--- src/rtl/reaction_recorder_if.sv ---
// Signal bundle between the game control/display side and reaction_recorder.
// The master side drives state, player and button. The slave side returns the timing results.
interface reaction_recorder_if;
  logic [2:0] machine_state;
  logic       cur_player;
  logic       btn;
  logic       press;
  logic       false_start;
  logic [9:0] react_time;
  logic [9:0] avr_react_time_A;
  logic [9:0] avr_react_time_B;
  logic       avg_busy;
  logic       avg_done;

  modport master (
    output machine_state, cur_player, btn,
    input  press, false_start, react_time, avr_react_time_A, avr_react_time_B,
           avg_busy, avg_done
  );

  modport slave (
    input  machine_state, cur_player, btn,
    output press, false_start, react_time, avr_react_time_A, avr_react_time_B,
           avg_busy, avg_done
  );
endinterface

--- src/rtl/reaction_recorder.sv ---
// Reaction timer: debounced button, millisecond reaction count, per-player sums
// and a serial restoring divider that produces the per-player averages.
module reaction_recorder #(
  parameter int unsigned MS_DIV       = 1000,
  parameter int unsigned DEBOUNCE_CYC = 20000,
  parameter int unsigned TRIALS       = 5
) (
  input  logic                clk,
  input  logic                rstn,
  reaction_recorder_if.slave  bus
);

  localparam logic [2:0] S_IDLE     = 3'd0;
  localparam logic [2:0] S_WAIT     = 3'd1;
  localparam logic [2:0] S_CLR_CNT1 = 3'd2;
  localparam logic [2:0] S_START    = 3'd3;
  localparam logic [2:0] S_STORAGE  = 3'd4;
  localparam logic [2:0] S_CLR_CNT2 = 3'd5;
  localparam logic [2:0] S_AVERAGE  = 3'd6;

  localparam int unsigned MS_W = ($clog2(MS_DIV) < 1) ? 1 : $clog2(MS_DIV);
  localparam int unsigned DB_W = $clog2(DEBOUNCE_CYC + 1);
  localparam logic [MS_W-1:0] MS_LAST  = MS_W'(MS_DIV - 1);
  localparam logic [DB_W-1:0] DB_LAST  = DB_W'(DEBOUNCE_CYC - 1);
  localparam logic [4:0]      TRIALS_C = 5'(TRIALS);
  localparam logic [9:0]      RT_MAX   = 10'd999;

  logic            r_sync1, r_sync2, r_db_level, r_db_prev, r_press;
  logic [DB_W-1:0] r_db_cnt;
  logic [MS_W-1:0] r_ms_cnt;
  logic [9:0]      r_rt;
  logic [2:0]      r_prev_state;
  logic [13:0]     r_sum [2];
  logic [4:0]      r_cnt [2];
  logic            r_busy, r_done, r_div_player;
  logic [13:0]     r_div_q;
  logic [4:0]      r_div_rem, r_div_d;
  logic [3:0]      r_step;
  logic [9:0]      r_avg_a, r_avg_b;

  logic            w_tick, w_store_entry, w_avg_entry, w_fit;
  logic [5:0]      w_shift;
  logic [4:0]      w_rem_next;
  logic [13:0]     w_q_next;
  logic [9:0]      w_quot;

  assign w_tick        = (r_ms_cnt == MS_LAST);
  assign w_store_entry = (bus.machine_state == S_STORAGE) && (r_prev_state != S_STORAGE);
  assign w_avg_entry   = (bus.machine_state == S_AVERAGE) && (r_prev_state != S_AVERAGE);

  // Debounced level follows the synchronized button only after it has
  // disagreed for DEBOUNCE_CYC consecutive cycles; press is its rising edge.
  always_ff @(posedge clk or negedge rstn) begin
    if (!rstn) begin
      r_sync1    <= 1'b0;
      r_sync2    <= 1'b0;
      r_db_level <= 1'b0;
      r_db_prev  <= 1'b0;
      r_press    <= 1'b0;
      r_db_cnt   <= '0;
    end else begin
      r_sync1   <= bus.btn;
      r_sync2   <= r_sync1;
      r_db_prev <= r_db_level;
      r_press   <= r_db_level & ~r_db_prev;
      if (r_sync2 != r_db_level) begin
        if (r_db_cnt == DB_LAST) begin
          r_db_level <= r_sync2;
          r_db_cnt   <= '0;
        end else begin
          r_db_cnt <= r_db_cnt + DB_W'(1);
        end
      end else begin
        r_db_cnt <= '0;
      end
    end
  end

  always_ff @(posedge clk or negedge rstn) begin
    if (!rstn) begin
      r_ms_cnt     <= '0;
      r_rt         <= '0;
      r_prev_state <= S_IDLE;
    end else begin
      r_prev_state <= bus.machine_state;
      if (bus.machine_state == S_CLR_CNT1 || bus.machine_state == S_CLR_CNT2)
        r_ms_cnt <= '0;
      else if (w_tick)
        r_ms_cnt <= '0;
      else
        r_ms_cnt <= r_ms_cnt + MS_W'(1);

      if (bus.machine_state == S_IDLE || bus.machine_state == S_CLR_CNT1)
        r_rt <= '0;
      else if (bus.machine_state == S_START && w_tick && !r_press && r_rt != RT_MAX)
        r_rt <= r_rt + 10'd1;
    end
  end

  always_ff @(posedge clk or negedge rstn) begin
    if (!rstn) begin
      r_sum[0] <= '0;
      r_sum[1] <= '0;
      r_cnt[0] <= '0;
      r_cnt[1] <= '0;
    end else if (bus.machine_state == S_IDLE) begin
      r_sum[0] <= '0;
      r_sum[1] <= '0;
      r_cnt[0] <= '0;
      r_cnt[1] <= '0;
    end else if (w_store_entry && r_cnt[bus.cur_player] != TRIALS_C) begin
      r_sum[bus.cur_player] <= r_sum[bus.cur_player] + 14'(r_rt);
      r_cnt[bus.cur_player] <= r_cnt[bus.cur_player] + 5'd1;
    end
  end

  // One restoring step per cycle; the dividend shifts out of r_div_q as the
  // quotient bits shift in, so after 14 steps r_div_q holds the quotient.
  assign w_shift    = {r_div_rem, r_div_q[13]};
  assign w_fit      = (w_shift >= {1'b0, r_div_d});
  assign w_rem_next = w_fit ? 5'(w_shift - {1'b0, r_div_d}) : w_shift[4:0];
  assign w_q_next   = {r_div_q[12:0], w_fit};
  assign w_quot     = (r_div_d == 5'd0) ? 10'd0 : w_q_next[9:0];

  always_ff @(posedge clk or negedge rstn) begin
    if (!rstn) begin
      r_busy       <= 1'b0;
      r_done       <= 1'b0;
      r_div_player <= 1'b0;
      r_div_q      <= '0;
      r_div_rem    <= '0;
      r_div_d      <= '0;
      r_step       <= '0;
      r_avg_a      <= '0;
      r_avg_b      <= '0;
    end else begin
      r_done <= 1'b0;
      if (bus.machine_state == S_IDLE) begin
        r_busy  <= 1'b0;
        r_avg_a <= '0;
        r_avg_b <= '0;
      end else if (r_busy) begin
        r_div_q   <= w_q_next;
        r_div_rem <= w_rem_next;
        r_step    <= r_step + 4'd1;
        if (r_step == 4'd13) begin
          r_busy <= 1'b0;
          r_done <= 1'b1;
          if (r_div_player) r_avg_a <= w_quot;
          else              r_avg_b <= w_quot;
        end
      end else if (w_avg_entry) begin
        r_busy       <= 1'b1;
        r_step       <= '0;
        r_div_player <= bus.cur_player;
        r_div_q      <= r_sum[bus.cur_player];
        r_div_rem    <= '0;
        r_div_d      <= r_cnt[bus.cur_player];
      end
    end
  end

  assign bus.press            = r_press;
  assign bus.false_start      = r_press & (bus.machine_state == S_WAIT);
  assign bus.react_time       = r_rt;
  assign bus.avr_react_time_A = r_avg_a;
  assign bus.avr_react_time_B = r_avg_b;
  assign bus.avg_busy         = r_busy;
  assign bus.avg_done         = r_done;

endmodule

--- src/flat_wrapper.sv ---
// flat-port wrapper written by rule: the top's interface ports become plain ports
module reaction_recorder_flat 
#(
  parameter int unsigned MS_DIV       = 1000,
  parameter int unsigned DEBOUNCE_CYC = 20000,
  parameter int unsigned TRIALS       = 5
)
  (clk, rstn, bus_machine_state, bus_cur_player, bus_btn, bus_press, bus_false_start, bus_react_time, bus_avr_react_time_A, bus_avr_react_time_B, bus_avg_busy, bus_avg_done);
  reaction_recorder_if bus_i ();
  input  logic clk;
  input  logic rstn;
  input wire logic [$bits(bus_i.machine_state)-1:0] bus_machine_state;
  input wire logic [$bits(bus_i.cur_player)-1:0] bus_cur_player;
  input wire logic [$bits(bus_i.btn)-1:0] bus_btn;
  output wire logic [$bits(bus_i.press)-1:0] bus_press;
  output wire logic [$bits(bus_i.false_start)-1:0] bus_false_start;
  output wire logic [$bits(bus_i.react_time)-1:0] bus_react_time;
  output wire logic [$bits(bus_i.avr_react_time_A)-1:0] bus_avr_react_time_A;
  output wire logic [$bits(bus_i.avr_react_time_B)-1:0] bus_avr_react_time_B;
  output wire logic [$bits(bus_i.avg_busy)-1:0] bus_avg_busy;
  output wire logic [$bits(bus_i.avg_done)-1:0] bus_avg_done;
  assign bus_i.machine_state = bus_machine_state;
  assign bus_i.cur_player = bus_cur_player;
  assign bus_i.btn = bus_btn;
  assign bus_press = bus_i.press;
  assign bus_false_start = bus_i.false_start;
  assign bus_react_time = bus_i.react_time;
  assign bus_avr_react_time_A = bus_i.avr_react_time_A;
  assign bus_avr_react_time_B = bus_i.avr_react_time_B;
  assign bus_avg_busy = bus_i.avg_busy;
  assign bus_avg_done = bus_i.avg_done;
  reaction_recorder #(.MS_DIV(MS_DIV), .DEBOUNCE_CYC(DEBOUNCE_CYC), .TRIALS(TRIALS)) u_core (.clk(clk), .rstn(rstn), .bus(bus_i));
endmodule
--- config.mk ---
export PLATFORM = sky130hd
export DESIGN_NAME = reaction_recorder_flat
export DESIGN_NICKNAME = d
export VERILOG_FILES = /design/src/rtl/reaction_recorder_if.sv /design/src/rtl/reaction_recorder.sv /design/src/flat_wrapper.sv
export SDC_FILE = /design/constraint.sdc
export NUM_CORES = 1
export LEC_CHECK = 0
export CORE_MARGIN = 3
export CORE_UTILIZATION = 35
export CTS_BUF_LIST = sky130_fd_sc_hd__clkbuf_8 sky130_fd_sc_hd__clkbuf_16
export DETAILED_ROUTE_END_ITERATION = 6
export MAX_ROUTING_LAYER = met4
export SLEW_MARGIN = 20
export SYNTH_ARGS = -nofsm -noshare
export SYNTH_HDL_FRONTEND = slang
export SYNTH_SLANG_ARGS = --single-unit
export TNS_END_PERCENT = 10
--- constraint.sdc ---
create_clock -name clk -period 6.5 [get_ports clk]
set_input_delay 0.975 -clock clk [delete_from_list [all_inputs] [get_ports clk]]
set_output_delay 0.975 -clock clk [all_outputs]
set_load 0.01 [all_outputs]
# After elaboration in Yosys (flattened, before gate mapping)
# Cells that the tools add are included.
# op_classes
mux	45
n_bitwise	6
magnitude_cmp	3
eq_ne	15
n_reduce_logical	23
n_addsub	7
# ops
cell	n
2-to-1 mux 10 bit	15
2-to-1 mux 14 bit	6
2-to-1 mux 28 bit	2
2-to-1 mux 5 bit	7
2-to-1 mux 15 bit	2
bitwise mux 28 bit	1
adder 10 x 1 -> 10 bit (second input constant)	2
adder 15 x 1 -> 15 bit (second input constant)	1
equality test 15 bit (second input constant)	1
adder 14 x 10 -> 14 bit	1
demux 14 bit (select 1 bit)	1
nonzero test 2 bit	6
bitwise mux 10 bit	1
equality test 10 bit (second input constant)	1
!= test 10 bit (second input constant)	1
equality test 3 bit (second input constant)	3
AND reduction 3 bit	3
2-to-1 mux 4 bit	2
logical AND 1 bit	7
2-to-1 mux 1 bit	7
equality test 3 x 2 -> 1 bit (second input constant)	2
greater-or-equal comparator 6 x 5 -> 1 bit	1
!= test 3 bit (second input constant)	2
adder 5 x 1 -> 5 bit (second input constant)	1
other kinds (18)	23
# totals
reg_bits	132
inputBits	7

# Longest topological paths before layout
# Gate-level depths: netlist of the first run.
# logic_depth
word_depth	8
depth_mapped	12
ltp_nobuf	10

# Worst setup path after synthesis of the first run
# No wires, ideal clock.
# synth_timing
path_kind	input-to-reg
start	input port bus_cur_player
end	register u_core.r_sum[12] in the netlist's numbering
t_arrival_ns	3.453
slack_ns	2.926
required_ns	6.379
path_stages	11
cell_sequence	buf_2 > buf_2 > buf_2 > mux2_2 > ha_1 > nor2b_1 > o31a_1 > a41oi_1 > a21oi_1 > xor2_1 > a22o_1
# synth_between
elab_chain_cells	8
word_cells_on_any_way	19
classes_between	1 x add/sub; 2 x order compare; 1 x eq/ne; 11 x mux; 1 x bitwise; 3 x reduce/logical
# synth_rtl
item	line_no	source
from (decl)	flat_wrapper.sv:13	input wire logic [$bits(bus_i.cur_player)-1:0] bus_cur_player;
inverter 1 -> 2 bit (implied by the code) *	reaction_recorder.sv:111, reaction_recorder.sv:112	
2-to-1 mux 14 bit (implied by the code) (tied with other cells)	reaction_recorder.sv:112	r_sum[bus.cur_player] <= r_sum[bus.cur_player] + 14'(r_rt);
2-to-1 mux 14 bit (implied by the code) or logical AND 1 bit (tied branches)	reaction_recorder.sv:112	
2-to-1 mux 14 bit (implied by the code)	reaction_recorder.sv:112	
adder 14 x 10 -> 14 bit or demux 14 bit (select 1 bit) (tied branches)	reaction_recorder.sv:112	
bitwise mux 28 bit	reaction_recorder.sv:112	
2-to-1 mux 28 bit	reaction_recorder.sv:111	end else if (w_store_entry && r_cnt[bus.cur_player] != TRIALS_C) begin
2-to-1 mux 28 bit	reaction_recorder.sv:106	end else if (bus.machine_state == S_IDLE) begin
to (signal, indexed assignment)	reaction_recorder.sv:112	
to (decl)	reaction_recorder.sv:33	logic [13:0] r_sum [2];
# Every way passes the cells marked *; elsewhere a longest branch is shown, timed or not. The select of a mux whose other input is x is not followed.
# A chain may end at the register's enable or synchronous reset.

# Worst setup path in the final report of the first run
# Ends and elaborated chain as after synthesis.

==> results of run 1 <==
==> cell families after synthesis <==
group | after synthesis | synth area share
simple gates | 233 | 0.170
fa+ha+maj | 24 | 0.0481
xor+xnor | 46 | 0.0614
mux | 36 | 0.0574
buf+inv | 42 | 0.0256
compound gates | 141 | 0.134
flops | 132 | 0.504
==> cell usage in the layout (no fill, tap or decap), types with 5 or more instances in the layout <==
| cell | instances |
|---|---|
| nand2_1 | 60 |
| buf_4 | 6 |
| or3_1 | 5 |
| xor2_1 | 22 |
| ha_1 | 22 |
| o21ai_0 | 25 |
| mux2_2 | 13 |
| nand4_1 | 9 |
| dfrtp_1 | 132 |
| nor2b_1 | 5 |
| a22o_1 | 23 |
| xnor2_1 | 24 |
| nor2_1 | 88 |
| a21oi_1 | 63 |
| inv_1 | 21 |
| clkbuf_16 | 17 |
| a21o_1 | 5 |
| nand3_1 | 25 |
| clkdlybuf4s50_1 | 39 |
| nand2b_1 | 5 |
| mux2i_1 | 23 |
==> layout make-up <==
class                      count  area, µm²
inverter                      20       75.1
timing repair buffer          45        435
sequential                   132       3300
multi-input combinational    480       3090
clock buffer                  17        425
clock inverter                15        204
fill                        1694      10400
tap                          229        287
==> final timing paths <==
path | slack (ns) | to | from
max in group asynchronous | 4.50 | u_core.bus.react_time[4]$_DFFE_PN0P_ | rstn
setup / recovery | 2.89 | u_core.r_sum[12]$_DFFE_PN0P_ | bus_cur_player
hold / removal | 0.36 | u_core.r_sync2$_DFF_PN0_ | u_core.r_sync1$_DFF_PN0_
min in group asynchronous | 0.64 | u_core.r_div_rem[2]$_DFFE_PN0P_ | rstn
hold reg to reg | 0.36 | u_core.r_sync2$_DFF_PN0_ | u_core.r_sync1$_DFF_PN0_
setup reg to reg | 4.03 | u_core.r_sum[12]$_DFFE_PN0P_ | u_core.r_sum[14]$_DFFE_PN0P_
==> flip-flops by register name, summed over array words and instances (netlist names) <==
name,flops
u_core.r_sum,28
u_core.r_db_cnt,15
u_core.r_div_q,14
u_core.bus.avr_react_time_A,10
u_core.bus.avr_react_time_B,10
u_core.bus.react_time,10
u_core.r_cnt,10
u_core.r_ms_cnt,10
u_core.r_div_d,5
u_core.r_div_rem,5
u_core.r_step,4
u_core.r_prev_state,3
u_core.bus.avg_busy,1
u_core.bus.avg_done,1
u_core.bus.press,1
u_core.r_db_level,1
u_core.r_db_prev,1
u_core.r_div_player,1
u_core.r_sync1,1
u_core.r_sync2,1
==> per-layer routing <==
metal | vias up | share of wire
li1 | 2383 | -
met1 | 2408 | 0.49
met2 | 105 | 0.46
met3 | 21 | 0.038
met4 | 0 | 0.017
met5 | - | 0
==> power by group <==
group	internal, mW	total [mW]	switching [mW]
clock	0.645	1.01	0.370
sequential	0.947	1.06	0.109
combinational	0.236	0.519	0.283
total	1.83	2.59	0.762
==> worst max-delay path, cell delays in order <==
cell and delay [ns]:
clkdlybuf4s50_1 0.47, buf_4 0.35, mux2_2 0.40, ha_1 0.20, inv_1 0.07, fa_1 0.21
nor2b_1 0.08, o31a_1 0.27, a41oi_1 0.35, a21oi_1 0.15, xor2_1 0.17, a22o_1 0.22
==> flow_summary.yaml, run 1 <==
cts:
  numCtsBuffers: 17
  clockBufferDepth: 2
  htreeDepth: 4
  path_clk_slew_ns: 0.06
  cts_resized: 0
  cts_sinks: 132
  cts_tree: "done"
  hold_buffers: 0
  clock_latency_ns: 0.42
  cts_setup_buffers: 0
  clock-root-buffer: "clkbuf_16"
power_and_ir_drop:
  cellPowerDensity_nw_per_um2: 331
  power_mw: 2.59
  leakagePower_nw: 3.50
  peakVddDrop_v: 0.000212
synthesis:
  yosysMostFrequentCell: "dfrtp_1"
  synth_edf_count: 0
  netlist_instances: 654
  syn_nets: 685
  ys_seq_elements: 132
  ys_seq_area_frac: 0.504
  async_flop_share: 1.00
  synth_commonest_cells: "dfrtp_1, nor2_1, a21oi_1, nand2_1"
  yosysUniqueCellTypes: 58
  post_synth.cell_area_avg_um2: 10.0
  synth_top_cell_by_area: "dfrtp_1"
  synth_top_cell_area_share: 0.504
  synthFlopType: "dfrtp_1"
  ys.warnings.count: 0
  ys_top_cells_by_area: "dfrtp_1, nor2_1, a21oi_1, ha_1, mux2i_1"
  syn_area_um2: 6560
sta:
  worst_slack_ns: 2.89
  finalSetupTns_ns: 0
  slew_violations: 0
  setup_violations: 0
  fmax_mhz: 277
  whs_ns: 0.364
  fin_skew_ns: 0.00854
  rsz0062_at_grt: "no"
  hold_viol_final: 0
  period_share: 0.555
  slew_headroom: 0.415
  tightestPinTransition_ns: 0.877
  period_minus_slack_ns: 3.61
floorplanning:
  start_util: 0.360
  rows: 49
  die_area_um2: 20400
  core_um2: 18200
  die-height_um: 143
  fp.dieW_um: 143
  ios: 41
routing:
  routed_via_density: 5.24
  dr.pass1.iters: 5
  drt-total-wl_um: 14600
  antenna_left: 0
  vias: 4917
  drt_iter0_drc: 265
  route.detailed.drc: 0
  routedWlPerCell_um: 15.6
global_route:
  grt-ovfl-total: 0
  grt_max_degree: 73
  antenna_found_initial: 0
  grt_busiest_layer: "met2"
  met3_usage: 0.0295
  grt_use_total: 0.157
  use_met1: 0.209
  grt_pass1_wl_um: 25200
  met2_usage: 0.238
  grt_pass1_vias: 5104
worst_setup_path:
  setup.worst_path.class: "input port to flop"
  endpoint_kind: "flop"
  critPathMaxFanout: 29
  start_kind: "input port"
  critPathArrivalTime_ns: 3.91
  reg2reg_depth: 10
  required_ns: 6.81
finish:
  final_util: 0.430
  syn2layout_area_growth_pct: 19.3
  antennaDiodeCount: 0
  design_area_um2: 7820
  fin_nets: 727
  drive_gt1_frac: 0.0889
  fin_cells: 938
placement:
  routabilityCongestion: 0.944
  pre_cts_slack_ns: 2.48
  dpl.hpwl_um: 10200
  place_area_um2: 7190
  io_buffers: 40
  place_inst: 906
worst_hold_path:
  holdPathStages: 0
  min_path_type: "flop to flop"
status:
  outcome: "finished clean"
job:
  cap_viol_max_count: 0
Power figures use the tool's default switching activity.
==> run 2: changes to the inputs <==
- clock period: 6.5 -> 3 ns (I/O delays scaled with it)
==> flow_summary.yaml, run 2 (synthesis gave the netlist of run 1 again) <==
worst_setup_path:
  setup.worst_path.class: "input port to flop"
  start_kind: "input port"
  critical_path.most_common_cell: "buf_4"
  endpoint_kind: "flop"
  required_ns: 3.31
  critPathMaxFanout: 11
  critical_path.top_delay_family: "buffers and inverters"
  critPathArrivalTime_ns: 3.08
  critical_path.cell_chain: "clkdlybuf4s50_1 -> buf_4 -> buf_12 -> mux2_2 -> inv_1 -> fa_1 -> nor2b_1 -> o31a_1 -> a41oi_1 -> buf_4 -> o21ai_0 -> xnor2_1 -> a21oi_1"
  crit_slowest_cell: "fa_1"
  slowest_delay_ns: 0.41
  critical_path_buf_inv_count: 5
power_and_ir_drop:
  cellPowerDensity_nw_per_um2: 670
  peakVddDrop_v: 0.000405
  leakagePower_nw: 3.71
cts:
  cts_tree: "done"
  cts_resized: 0
  clockBufferDepth: 2
  cts_setup_buffers: 0
  clock-root-buffer: "clkbuf_16"
  cts_sinks: 132
  hold_buffers: 0
  htreeDepth: 4
  path_clk_slew_ns: 0.06
  numCtsBuffers: 17
  clock_latency_ns: 0.43
sta:
  fmax_mhz: 361
  slew_headroom: 0.460
  tightestPinTransition_ns: 0.810
  fin_skew_ns: 0.0109
  hold_viol_final: 1
  rsz0062_at_grt: "no"
  period_minus_slack_ns: 2.77
  whs_ns: -0.00357
  setup_violations: 0
  worst_slack_ns: 0.231
  slew_violations: 0
  period_share: 0.923
routing:
  vias: 5049
  dr.pass1.iters: 4
  top_layer: "met4"
  wl_met2_um: 6600
  drt-total-wl_um: 14700
  wl_met3_um: 728
  route.detailed.drc: 0
  antenna_left: 0
  drt_iter0_drc: 227
  routed_via_density: 5.14
  routedWlPerCell_um: 15.0
  wl_met1_um: 7170
placement:
  routabilityCongestion: 0.862
  pre_cts_slack_ns: -0.189
  io_buffers: 40
  dpl.hpwl_um: 10800
finish:
  syn2layout_area_growth_pct: 23.9
  final_cell_mix: "dfrtp_1, nor2_1, a21oi_1"
  largest_reg_flops: 28
  nFillCells: 1698
  fin_nets: 771
  largest_register: "u_core.r_sum"
  final_util: 0.446
  antennaDiodeCount: 0
  drive_gt1_frac: 0.143
  final_common_cell: "dfrtp_1"
  reg_top3: "u_core.r_sum (28), u_core.r_db_cnt (15), u_core.r_div_q (14)"
floorplanning:
  die_area_um2: 20400
  core_um2: 18200
  start_util: 0.360
  fp.dieW_um: 143
  die-height_um: 143
  ios: 41
  rows: 49
job:
  cap_viol_max_count: 0
global_route:
  grt_pass1_wl_um: 25400
  grt_use_total: 0.159
  grt-ovfl-total: 0
  antenna_found_initial: 0
  grt_max_degree: 64
  grt_pass1_vias: 5095
worst_hold_path:
  min_path_type: "input port to async pin"
status:
  outcome: "finished, violations left"
  violations: "negative hold slack"
-- run 2: changes by cell type in the layout (fill, tap and decap cells not counted), moves of 2 or more --
| cell | before | now |
|---|---|---|
| clkbuf_8 | 0 | 2 |
| buf_12 | 0 | 2 |
| buf_4 | 6 | 48 |
| bufinv_16 | 4 | 1 |
-- run 2: worst paths after layout --
check / slack [ns] / to / from / depth (start not counted)
max: 0.23 / u_core.r_sum[10]$_DFFE_PN0P_ / bus_cur_player / 13
min: -0.004 / u_core.r_div_rem[4]$_DFFE_PN0P_ / rstn / 1
max reg2reg: 0.54 / u_core.r_sum[10]$_DFFE_PN0P_ / u_core.bus.react_time[0]$_DFFE_PN0P_ / 10
min reg2reg: 0.35 / u_core.r_sync2$_DFF_PN0_ / u_core.r_sync1$_DFF_PN0_ / 0
max in group asynchronous: 2.17 / u_core.r_sum[14]$_DFFE_PN0P_ / rstn / 2
min in group clk: 0.35 / u_core.r_sync2$_DFF_PN0_ / u_core.r_sync1$_DFF_PN0_ / 0
-- run 2: metrics by stage --
step / cells / area (µm²) / TNS, ns / power [mW]
after detailed placement: 950 / 7550 / -1.26 / 3.46
after CTS: 982 / 8130 / 0 / 5.50
after global placement: 950 / 7550 / -0.930 / 3.41
after global routing: 982 / 8130 / 0 / 5.77
final: 982 / 8130 / 0 / 5.44
after floorplan: 654 / 6560 / 0 / 3.09
-- run 2: final cells by class --
type | count | area [µm²] | area share
clock buffer | 19 | 453 | 0.0557
clock inverter | 13 | 125 | 0.0154
inverter | 20 | 75.1 | 0.00924
multi-input combinational | 480 | 3090 | 0.381
sequential | 132 | 3300 | 0.406
tap | 229 | 287 | 0.0353
timing repair buffer | 89 | 791 | 0.0973
-- run 2: worst reg2reg max path, stage by stage (launching register included) --
cell and delay, ns:
dfrtp_1 0.49, ha_1 0.22, inv_1 0.05, fa_1 0.38, nor2b_1 0.15, o31a_1 0.16
a41oi_1 0.14, buf_4 0.17, o21ai_0 0.30, xnor2_1 0.19, a21oi_1 0.10
-- run 2: layer usage --
| layer | vias to the layer above | global-route usage |
|---|---|---|
| met4 | 0 | 0.0405 |
| met5 | - | - |
| met2 | 121 | 0.239 |
| li1 | 2475 | - |
| met3 | 18 | 0.0355 |
| met1 | 2435 | 0.220 |
-- run 2: power by group --
part / switching, mW / internal (mW) / leakage, nW
clock network: 0.822 / 1.19 / 0.274
logic: 0.607 / 0.540 / 1.68
registers: 0.228 / 2.05 / 1.76
